[src/rtl/router_pkg.sv]
// Shared router definitions: constant-function clog2, default widths and the output VC type.
package router_pkg;

    function automatic int clog2(input int value);
        int r;
        r = 0;
        for (int i = 0; i < 31; i++) begin
            if ((1 << i) < value) begin
                r = i + 1;
            end else begin
                r = r;
            end
        end
        return r;
    endfunction

    localparam int DEFAULT_FLIT_WIDTH   = 36;
    localparam int DEFAULT_CREDIT_DEPTH = 5;
    localparam int CREDIT_WIDTH         = clog2(DEFAULT_CREDIT_DEPTH + 1);

    typedef logic [0:0] vc_t;

endpackage

[src/rtl/rr_arbiter.sv]
// Combinational round-robin picker: first request at or after ptr, wrapping modulo N.
module rr_arbiter
    import router_pkg::*;
#(
    parameter  int N  = 4,
    localparam int PW = (clog2(N) > 1) ? clog2(N) : 1
) (
    input  logic [N-1:0]  req,
    input  logic [PW-1:0] ptr,
    output logic [N-1:0]  grant,
    output logic          any
);

    // Scan offsets from the pointer; the first hit blocks all later candidates.
    always_comb begin
        grant = '0;
        any   = 1'b0;
        for (int off = 0; off < N; off++) begin
            for (int i = 0; i < N; i++) begin
                grant[i] = grant[i] | (!any && req[i] && (i == (int'(ptr) + off) % N));
                any      = any | grant[i];
            end
        end
    end

endmodule

[src/rtl/vc_output_arbiter.sv]
// Credit-aware round-robin output stage for one router port.
// Optional statistics counters are built when VC_ARB_STATS_EN is defined.
module vc_output_arbiter
    import router_pkg::*;
#(
    parameter  int NINPUTS      = 10,
    parameter  int NVCS         = 2,
    parameter  int FLIT_WIDTH   = DEFAULT_FLIT_WIDTH,
    parameter  int CREDIT_DEPTH = DEFAULT_CREDIT_DEPTH,
    localparam int LOG_NVCS     = (clog2(NVCS) > 1) ? clog2(NVCS) : 1,
    localparam int CW           = clog2(CREDIT_DEPTH + 1)
) (
    input  logic                           clock,
    input  logic                           reset,
    input  logic                           enable,
    input  logic [FLIT_WIDTH*NINPUTS-1:0]  flit_in,
    input  logic [NINPUTS-1:0]             flit_in_valid,
    input  logic [LOG_NVCS*NINPUTS-1:0]    flit_in_vc,
    output logic [NINPUTS-1:0]             flit_ack,
    output logic [FLIT_WIDTH-1:0]          flit_out,
    output logic [LOG_NVCS-1:0]            flit_out_vc,
    output logic                           flit_out_valid,
    input  logic                           dequeue,
    input  logic [LOG_NVCS-1:0]            credit_in_vc,
    input  logic                           credit_in_valid,
    output logic                           credit_ack,
    output logic                           error,
    output logic                           is_quiescent,
    output logic [31:0]                    stat_flits,
    output logic [31:0]                    stat_stalls
);

    localparam int            PW         = (clog2(NINPUTS) > 1) ? clog2(NINPUTS) : 1;
    localparam logic [CW-1:0] CREDIT_MAX = CW'(CREDIT_DEPTH);

    logic [PW-1:0]         ptr_q, ptr_d;
    logic                  flit_out_valid_q, flit_out_valid_d;
    logic [FLIT_WIDTH-1:0] flit_out_q, flit_out_d;
    logic [LOG_NVCS-1:0]   flit_out_vc_q, flit_out_vc_d;
    logic                  error_q, error_d;
    logic [CW-1:0]         credit_q [NVCS];
    logic [CW-1:0]         credit_d [NVCS];

    logic [LOG_NVCS-1:0]   in_vc_s [NINPUTS];
    logic [NVCS-1:0]       has_credit_s, inc_s, dec_s;
    logic [NINPUTS-1:0]    req_s, grant_s;
    logic                  any_s, slot_free_s, fire_s;
    logic                  all_full_s, overflow_s, credit_bad_s;
    logic [PW-1:0]         gidx_s;
    logic [LOG_NVCS-1:0]   gvc_s;
    logic [FLIT_WIDTH-1:0] gflit_s;

    // Per-VC credit availability and the idle-credit condition.
    always_comb begin
        all_full_s = 1'b1;
        for (int v = 0; v < NVCS; v++) begin
            has_credit_s[v] = (credit_q[v] != '0);
            all_full_s      = all_full_s && (credit_q[v] == CREDIT_MAX);
        end
    end

    // Eligibility: valid, enabled, target VC in range and holding at least one credit.
    always_comb begin
        for (int i = 0; i < NINPUTS; i++) begin
            in_vc_s[i] = flit_in_vc[i*LOG_NVCS +: LOG_NVCS];
            req_s[i]   = enable && flit_in_valid[i] && (int'(in_vc_s[i]) < NVCS)
                         && has_credit_s[in_vc_s[i]];
        end
    end

    rr_arbiter #(.N(NINPUTS)) u_rr (
        .req   (req_s),
        .ptr   (ptr_q),
        .grant (grant_s),
        .any   (any_s)
    );

    assign slot_free_s = !flit_out_valid_q || dequeue;
    assign fire_s      = slot_free_s && any_s;
    assign flit_ack    = slot_free_s ? grant_s : '0;

    // One-hot grant to index, VC and payload via AND-OR muxing.
    always_comb begin
        gidx_s  = '0;
        gvc_s   = '0;
        gflit_s = '0;
        for (int i = 0; i < NINPUTS; i++) begin
            gidx_s  = gidx_s | (grant_s[i] ? PW'(i) : '0);
            gvc_s   = gvc_s | ({LOG_NVCS{grant_s[i]}} & in_vc_s[i]);
            gflit_s = gflit_s | ({FLIT_WIDTH{grant_s[i]}} & flit_in[i*FLIT_WIDTH +: FLIT_WIDTH]);
        end
    end

    // Output slot and round-robin pointer next state.
    always_comb begin
        ptr_d            = ptr_q;
        flit_out_valid_d = flit_out_valid_q;
        flit_out_d       = flit_out_q;
        flit_out_vc_d    = flit_out_vc_q;
        if (fire_s) begin
            ptr_d            = (gidx_s == PW'(NINPUTS - 1)) ? '0 : gidx_s + PW'(1);
            flit_out_valid_d = 1'b1;
            flit_out_d       = gflit_s;
            flit_out_vc_d    = gvc_s;
        end else if (dequeue) begin
            flit_out_valid_d = 1'b0;
        end else begin
            flit_out_valid_d = flit_out_valid_q;
        end
    end

    // Credit consume/return strobes per VC.
    always_comb begin
        for (int v = 0; v < NVCS; v++) begin
            inc_s[v] = credit_in_valid && (credit_in_vc == LOG_NVCS'(v));
            dec_s[v] = fire_s && (gvc_s == LOG_NVCS'(v));
        end
    end

    // Counter update; a simultaneous grant and return on one VC cancel out.
    always_comb begin
        overflow_s = 1'b0;
        for (int v = 0; v < NVCS; v++) begin
            credit_d[v] = credit_q[v];
            if (inc_s[v] && !dec_s[v]) begin
                if (credit_q[v] == CREDIT_MAX) begin
                    overflow_s = 1'b1;
                end else begin
                    credit_d[v] = credit_q[v] + CW'(1);
                end
            end else if (dec_s[v] && !inc_s[v]) begin
                credit_d[v] = credit_q[v] - CW'(1);
            end else begin
                credit_d[v] = credit_q[v];
            end
        end
    end

    assign credit_bad_s = credit_in_valid && (int'(credit_in_vc) >= NVCS);
    assign error_d      = error_q || overflow_s || credit_bad_s;

    // State registers; reset drops any in-flight flit and refills all credits.
    always_ff @(posedge clock or negedge reset) begin
        if (!reset) begin
            ptr_q            <= '0;
            flit_out_valid_q <= 1'b0;
            flit_out_q       <= '0;
            flit_out_vc_q    <= '0;
            error_q          <= 1'b0;
            for (int v = 0; v < NVCS; v++) begin
                credit_q[v] <= CREDIT_MAX;
            end
        end else begin
            ptr_q            <= ptr_d;
            flit_out_valid_q <= flit_out_valid_d;
            flit_out_q       <= flit_out_d;
            flit_out_vc_q    <= flit_out_vc_d;
            error_q          <= error_d;
            for (int v = 0; v < NVCS; v++) begin
                credit_q[v] <= credit_d[v];
            end
        end
    end

    assign flit_out       = flit_out_q;
    assign flit_out_vc    = flit_out_vc_q;
    assign flit_out_valid = flit_out_valid_q;
    assign credit_ack     = credit_in_valid;
    assign error          = error_q;
    assign is_quiescent   = !flit_out_valid_q && !(|flit_in_valid) && all_full_s;

`ifdef VC_ARB_STATS_EN
    logic [31:0] stat_flits_q, stat_flits_d;
    logic [31:0] stat_stalls_q, stat_stalls_d;

    // A stall is a cycle with a valid, enabled request that produced no grant.
    always_comb begin
        stat_flits_d  = stat_flits_q + (fire_s ? 32'd1 : 32'd0);
        stat_stalls_d = stat_stalls_q
                        + (((|flit_in_valid) && enable && !fire_s) ? 32'd1 : 32'd0);
    end

    // Wrapping statistics counters.
    always_ff @(posedge clock or negedge reset) begin
        if (!reset) begin
            stat_flits_q  <= 32'd0;
            stat_stalls_q <= 32'd0;
        end else begin
            stat_flits_q  <= stat_flits_d;
            stat_stalls_q <= stat_stalls_d;
        end
    end

    assign stat_flits  = stat_flits_q;
    assign stat_stalls = stat_stalls_q;
`else
    assign stat_flits  = 32'd0;
    assign stat_stalls = 32'd0;
`endif

endmodule

[config.mk]
export PLATFORM = sky130hd
export DESIGN_NAME = vc_output_arbiter
export DESIGN_NICKNAME = d
export VERILOG_FILES = /design/src/rtl/router_pkg.sv /design/src/rtl/rr_arbiter.sv /design/src/rtl/vc_output_arbiter.sv
export SDC_FILE = /design/constraint.sdc
export NUM_CORES = 1
export LEC_CHECK = 0
export BUFFER_PORTS_ARGS = -buffer_cell sky130_fd_sc_hd__buf_2
export CORE_AREA = 2 2 197 199
export DETAILED_ROUTE_END_ITERATION = 6
export DIE_AREA = 0 0 199 201
export GPL_TIMING_DRIVEN = 0
export PLACE_DENSITY = 0.65
export SYNTH_ARGS = -nofsm -noshare
export SYNTH_HDL_FRONTEND = slang
export SYNTH_SLANG_ARGS = --single-unit
[constraint.sdc]
create_clock -name clock -period 31 [get_ports clock]
set_clock_uncertainty 0.15 [all_clocks]
set_input_delay 6.2 -clock clock [delete_from_list [all_inputs] [get_ports clock]]
set_output_delay 6.2 -clock clock [all_outputs]
set_load 0.05 [all_outputs]
# After elaboration in Yosys (flattened, before gate mapping)
# Cells that the tools add are included.
# op_classes
reduce_logical	356
magnitude_cmp	10
bitwise_logic	237
div	10
add_sub_neg	14
eq_ne	95
muxes	43
# op_table
cell	n
4-bit by 32-bit equality test with 1-bit output (first input constant)	40
3-bit by 32-bit equality test with 1-bit output (first input constant)	20
5-bit by 32-bit equality test with 1-bit output (first input constant)	20
36-bit AND	10
36-bit OR	9
2-bit by 32-bit equality test with 1-bit output (first input constant)	10
32-bit zero test	10
32-bit by 5-bit remainder unit with 32-bit output (second input constant)	9
1-bit logical AND	231
1-bit OR	198
1-bit zero test	105
5-bit by 5-bit remainder unit with 32-bit output (second input constant)	1
3-bit 2-to-1 mux	10
1-bit 2-to-1 mux	27
4-bit by 3-bit adder with 5-bit output (second input constant)	4
1-bit by 2-bit less-than comparator with 1-bit output (second input constant)	10
4-bit 2-to-1 mux	3
4-bit by 2-bit adder with 5-bit output (second input constant)	2
4-bit by 4-bit adder with 5-bit output (second input constant)	2
1-bit AND	10
10-bit 2-to-1 mux	1
10-bit OR reduction	1
3-bit OR	3
3-bit by 1-bit adder with 3-bit output (second input constant)	2
other kinds (17)	27
# totals
input_bits	386
elab_cells	772
out_inout_bits	115
ff_bits	49

# Logic depth before layout (Yosys ltp)
# logic_depth
ltp_word	500
depth_mapped	38
ltp_nobuf	33

# Modules after synthesis
# From an unflattened synthesis, not the netlist that was laid out.
# unflattened
cells_unflattened	1613
hier_area_um2	11084.4
# modules_own_cells
module	cells_per_inst	n_inst	area_each_um2
rr_arbiter	1026	1	6384.9
vc_output_arbiter	587	1	4699.5

# Worst setup path before layout
# No wires, ideal clock.
# synth_path
path_type	in2out
startpoint	in flit_in_vc[3]
endpoint	out flit_ack[9]
path_slack_ns	11.096
path_stages	25
arrival_time_ns	13.554
n_path_buf	5
required_ns	24.650
cell_sequence	clkbuf_1 or4b_2 o2111ai_1 nand2_1 a22o_1 nor2_4 nand3_1 o21ai_0 a211oi_1 nand2b_1 nor4b_1 nand3_2 or4_1 buf_2 or4_4 a22oi_1 o2111ai_2 nor4_4 nand2_2 or4_1 buf_2 o211ai_2 buf_2 buf_2 nor2b_1
# synth_lines
item	line	rtl
from (decl)	vc_output_arbiter.sv:18	input logic [LOG_NVCS*NINPUTS-1:0] flit_in_vc,
to (decl)	vc_output_arbiter.sv:19	output logic [NINPUTS-1:0] flit_ack,

==> impl_metrics.env <==
export IMPL_critPathSlowestCell="nor4b_1"
export IMPL_rsz0062_at_grt="no"
export IMPL_clkSlewWorstSetupHoldPaths_ns=0.07
export IMPL_slew_headroom_pct=9.84
export IMPL_synth_area_leaders="dfrtp_1, a222oi_1, a22o_1"
export IMPL_path_class="input port to primary output"
export IMPL_vdd_ir_drop_max_mv=0.0489
export IMPL_mappedNetlistArea_sq_um=12100
export IMPL_p_sw_mw=1.20
export IMPL_min_delay_path_class="register to register"
export IMPL_final_core_util_pct=40.4
export IMPL_vias=17700
export IMPL_grt_start_max_net_pins=50
export IMPL_final_nets=2632
export IMPL_violations="DRC"
export IMPL_cp_num_buf_inv=5
export IMPL_async_reset_ff_share_pct=100
export IMPL_internal_power_mw=0.673
export IMPL_yosys_register_bits=49
export IMPL_die_x_microns=199
export IMPL_swShare_pct=64.1
export IMPL_ctsLongestPathBuffers=2
export IMPL_drv_cap=0
export IMPL_io_pins=501
export IMPL_rows=72
export IMPL_p_comb_share_pct=89.3
export IMPL_die_y_microns=201
export IMPL_cp_common_cell="buf_2"
export IMPL_syn2layout_area_growth_pct=26.9
export IMPL_overflow=0
export IMPL_htree_levels=2
export IMPL_cts_sinks=49
export IMPL_grt_pass1_wl_microns=111000
export IMPL_cp_top_family="simple AND/OR/NAND/NOR gates"
export IMPL_status="complete, but fails checks"
export IMPL_clock_latency_ns=0.32
export IMPL_ant_nets=0
export IMPL_fp_coreArea_sq_um=38100
export IMPL_drtIter0Drc=2800
export IMPL_yosysMostFrequentCell="nand2_1"
export IMPL_setup_violations=0
export IMPL_antenna_found_initial=12
export IMPL_drive_gt1_share_pct=27.4
export IMPL_dr_pass1_iters=7
export IMPL_start_kind="input port"
export IMPL_gp_congestion=1.08
export IMPL_timing_final_crit_share_pct=72.4
export IMPL_cts_hold_buf=0
export IMPL_ctsResizeCount=0
export IMPL_fmax_ghz=0.0445
export IMPL_start_util_pct=31.9
export IMPL_synth_cell_types=107
export IMPL_drc=26
export IMPL_syn_area_per_cell_sq_um=7.18
export IMPL_synth_edf_count=0
export IMPL_yosys_warnings=0
export IMPL_cp_slowest_stage_delay_ns=1.12
export IMPL_ys_flop_type="dfrtp_1"
export IMPL_postSynthCellCount=1691
export IMPL_ys_top_cells_by_count="nand2_1, nor2_1, nand3_1"
export IMPL_powerDensity_nw_per_um2=122
export IMPL_grt_pass1_vias=16200
export IMPL_grt_usage_pct=37.7
export IMPL_crit_fanout=10
export IMPL_die_area_sq_um=40000
export IMPL_tightest_slew_ns=1.33
export IMPL_cp_required_ns=24.65
export IMPL_cts_buffers=5
export IMPL_min_period_ns=22.45
export IMPL_endpoint_kind="primary output"
export IMPL_via_per_inst=6.49
export IMPL_p_clk_share_pct=3.8
export IMPL_wl_microns=77900
export IMPL_cellLeakagePower_nw=6.95
export IMPL_final_hold_viol_count=0
export IMPL_io_buffers=435
export IMPL_wl_per_cell_microns=28.6
export IMPL_synth_seq_area_share_pct=10.1
export IMPL_critical_path_arrival_ns=16.10
export IMPL_dp_hpwl_microns=66300
export IMPL_cts_setup_buffers=0
export IMPL_tns_ns=0
export IMPL_clockRootBuffer="clkbuf_16"
export IMPL_yosys_area_top_type_share_pct=9.28
export IMPL_slew_viol_final=0
export IMPL_yosysTopAreaCell="dfrtp_1"
export IMPL_cts_tree="yes"
export IMPL_p_seq_share_pct=6.9
[path summary, 6_finish.rpt]
path                                                from                       end  slack, ns  depth (start not counted)
min in group asynchronous                          reset  flit_out[23]$_DFFE_PN0P_       5.77                          1
worst min register to register  flit_out[24]$_DFFE_PN0P_  flit_out[24]$_DFFE_PN0P_       0.35                          1
max in group asynchronous                          reset  flit_out[27]$_DFFE_PN0P_      24.35                          1
worst max-delay path                       flit_in_vc[8]               flit_ack[7]       8.55                         25
worst min-delay path            flit_out[24]$_DFFE_PN0P_  flit_out[24]$_DFFE_PN0P_       0.35                          1
worst max register to register      ptr_q[0]$_DFFE_PN0P_      ptr_q[0]$_DFFE_PN0P_      18.12                         32
[final cells by class]
class                   instances  area [sq um]
clock buffers                   7           143
inverters                      53           199
diodes                          9          22.5
well taps                     518           648
fillers                      4098         22700
repair buffers                435          2180
clock inverters                 1          30.0
multi-input cells            1478          9980
plain buffers                 174           966
flip-flops and latches         49          1230
[metrics by stage]
| stage | std cells | total power [mW] | hold slack (ns) | instance area, sq um | setup WS [ns] |
|---|---|---|---|---|---|
| final | 2724 | 1.88 | 0.346 | 15400 | 8.55 |
| after global routing | 2720 | 1.98 | 0.357 | 15400 | 8.05 |
| after CTS | 2715 | 1.82 | 0.347 | 15400 | 8.90 |
| after detailed placement | 2707 | 1.74 | 0.331 | 15200 | 8.96 |
| after global placement | 2707 | 1.72 | 0.327 | 15200 | 8.96 |
| after floorplan | 1754 | 1.26 | 0.377 | 12400 | 11.10 |
[power groups by stage]
stage	logic, mW	registers, mW	clock network [mW]
CTS	1.62	0.128	0.0709
global placement	1.59	0.128	0
detailed placement	1.61	0.129	0
global route	1.78	0.133	0.0727
floorplan	1.05	0.210	0
finish	1.68	0.130	0.0710
[cells in the final DEF, fill, tap and decap left out, drive strengths merged, types with 37 or more instances in the layout]
cell,n
a21oi,80
a222oi,72
a22o,76
buf,544
clkbuf,72
conb,64
dfrtp,45
ha,48
inv,48
nand2,121
nand3,95
nor2,120
nor2b,38
nor3,82
o21ai,72
o32a,37
[sequential cells by signal (all words and copies together), names as in the netlist]
signal,cells
credit_q,6
flit_out_vc,1
flit_out_valid,1
error,1
flit_out,36
ptr_q,4
[logic make-up (layout without fill, tap and decap cells)]
kind of cell | count (synthesis) | after routing | share of synthesized area, %
AND/OR/NAND/NOR | 712 | 712 | 31.8
AO/OA/AOI/OAI | 611 | 611 | 40.1
buffers and inverters | 227 | 670 | 9.60
adder cells (fa/ha/maj) | 53 | 53 | 5.53
flip-flops | 49 | 49 | 10.1
XOR/XNOR | 26 | 26 | 1.88
multiplexers | 12 | 12 | 1.01
other | 1 | 73 | 0.0309
[per-layer routing]
metal  share of wire (%)  global-route usage, %  vias to the layer above
met5               0.054                      0                        -
met3                  12                   10.5                      181
met1                  40                   50.0                     8547
met4                 4.2                   14.5                        6
met2                  44                   57.7                     1274
li1                    -                      -                     7684
(Power assumes the default switching activity.)
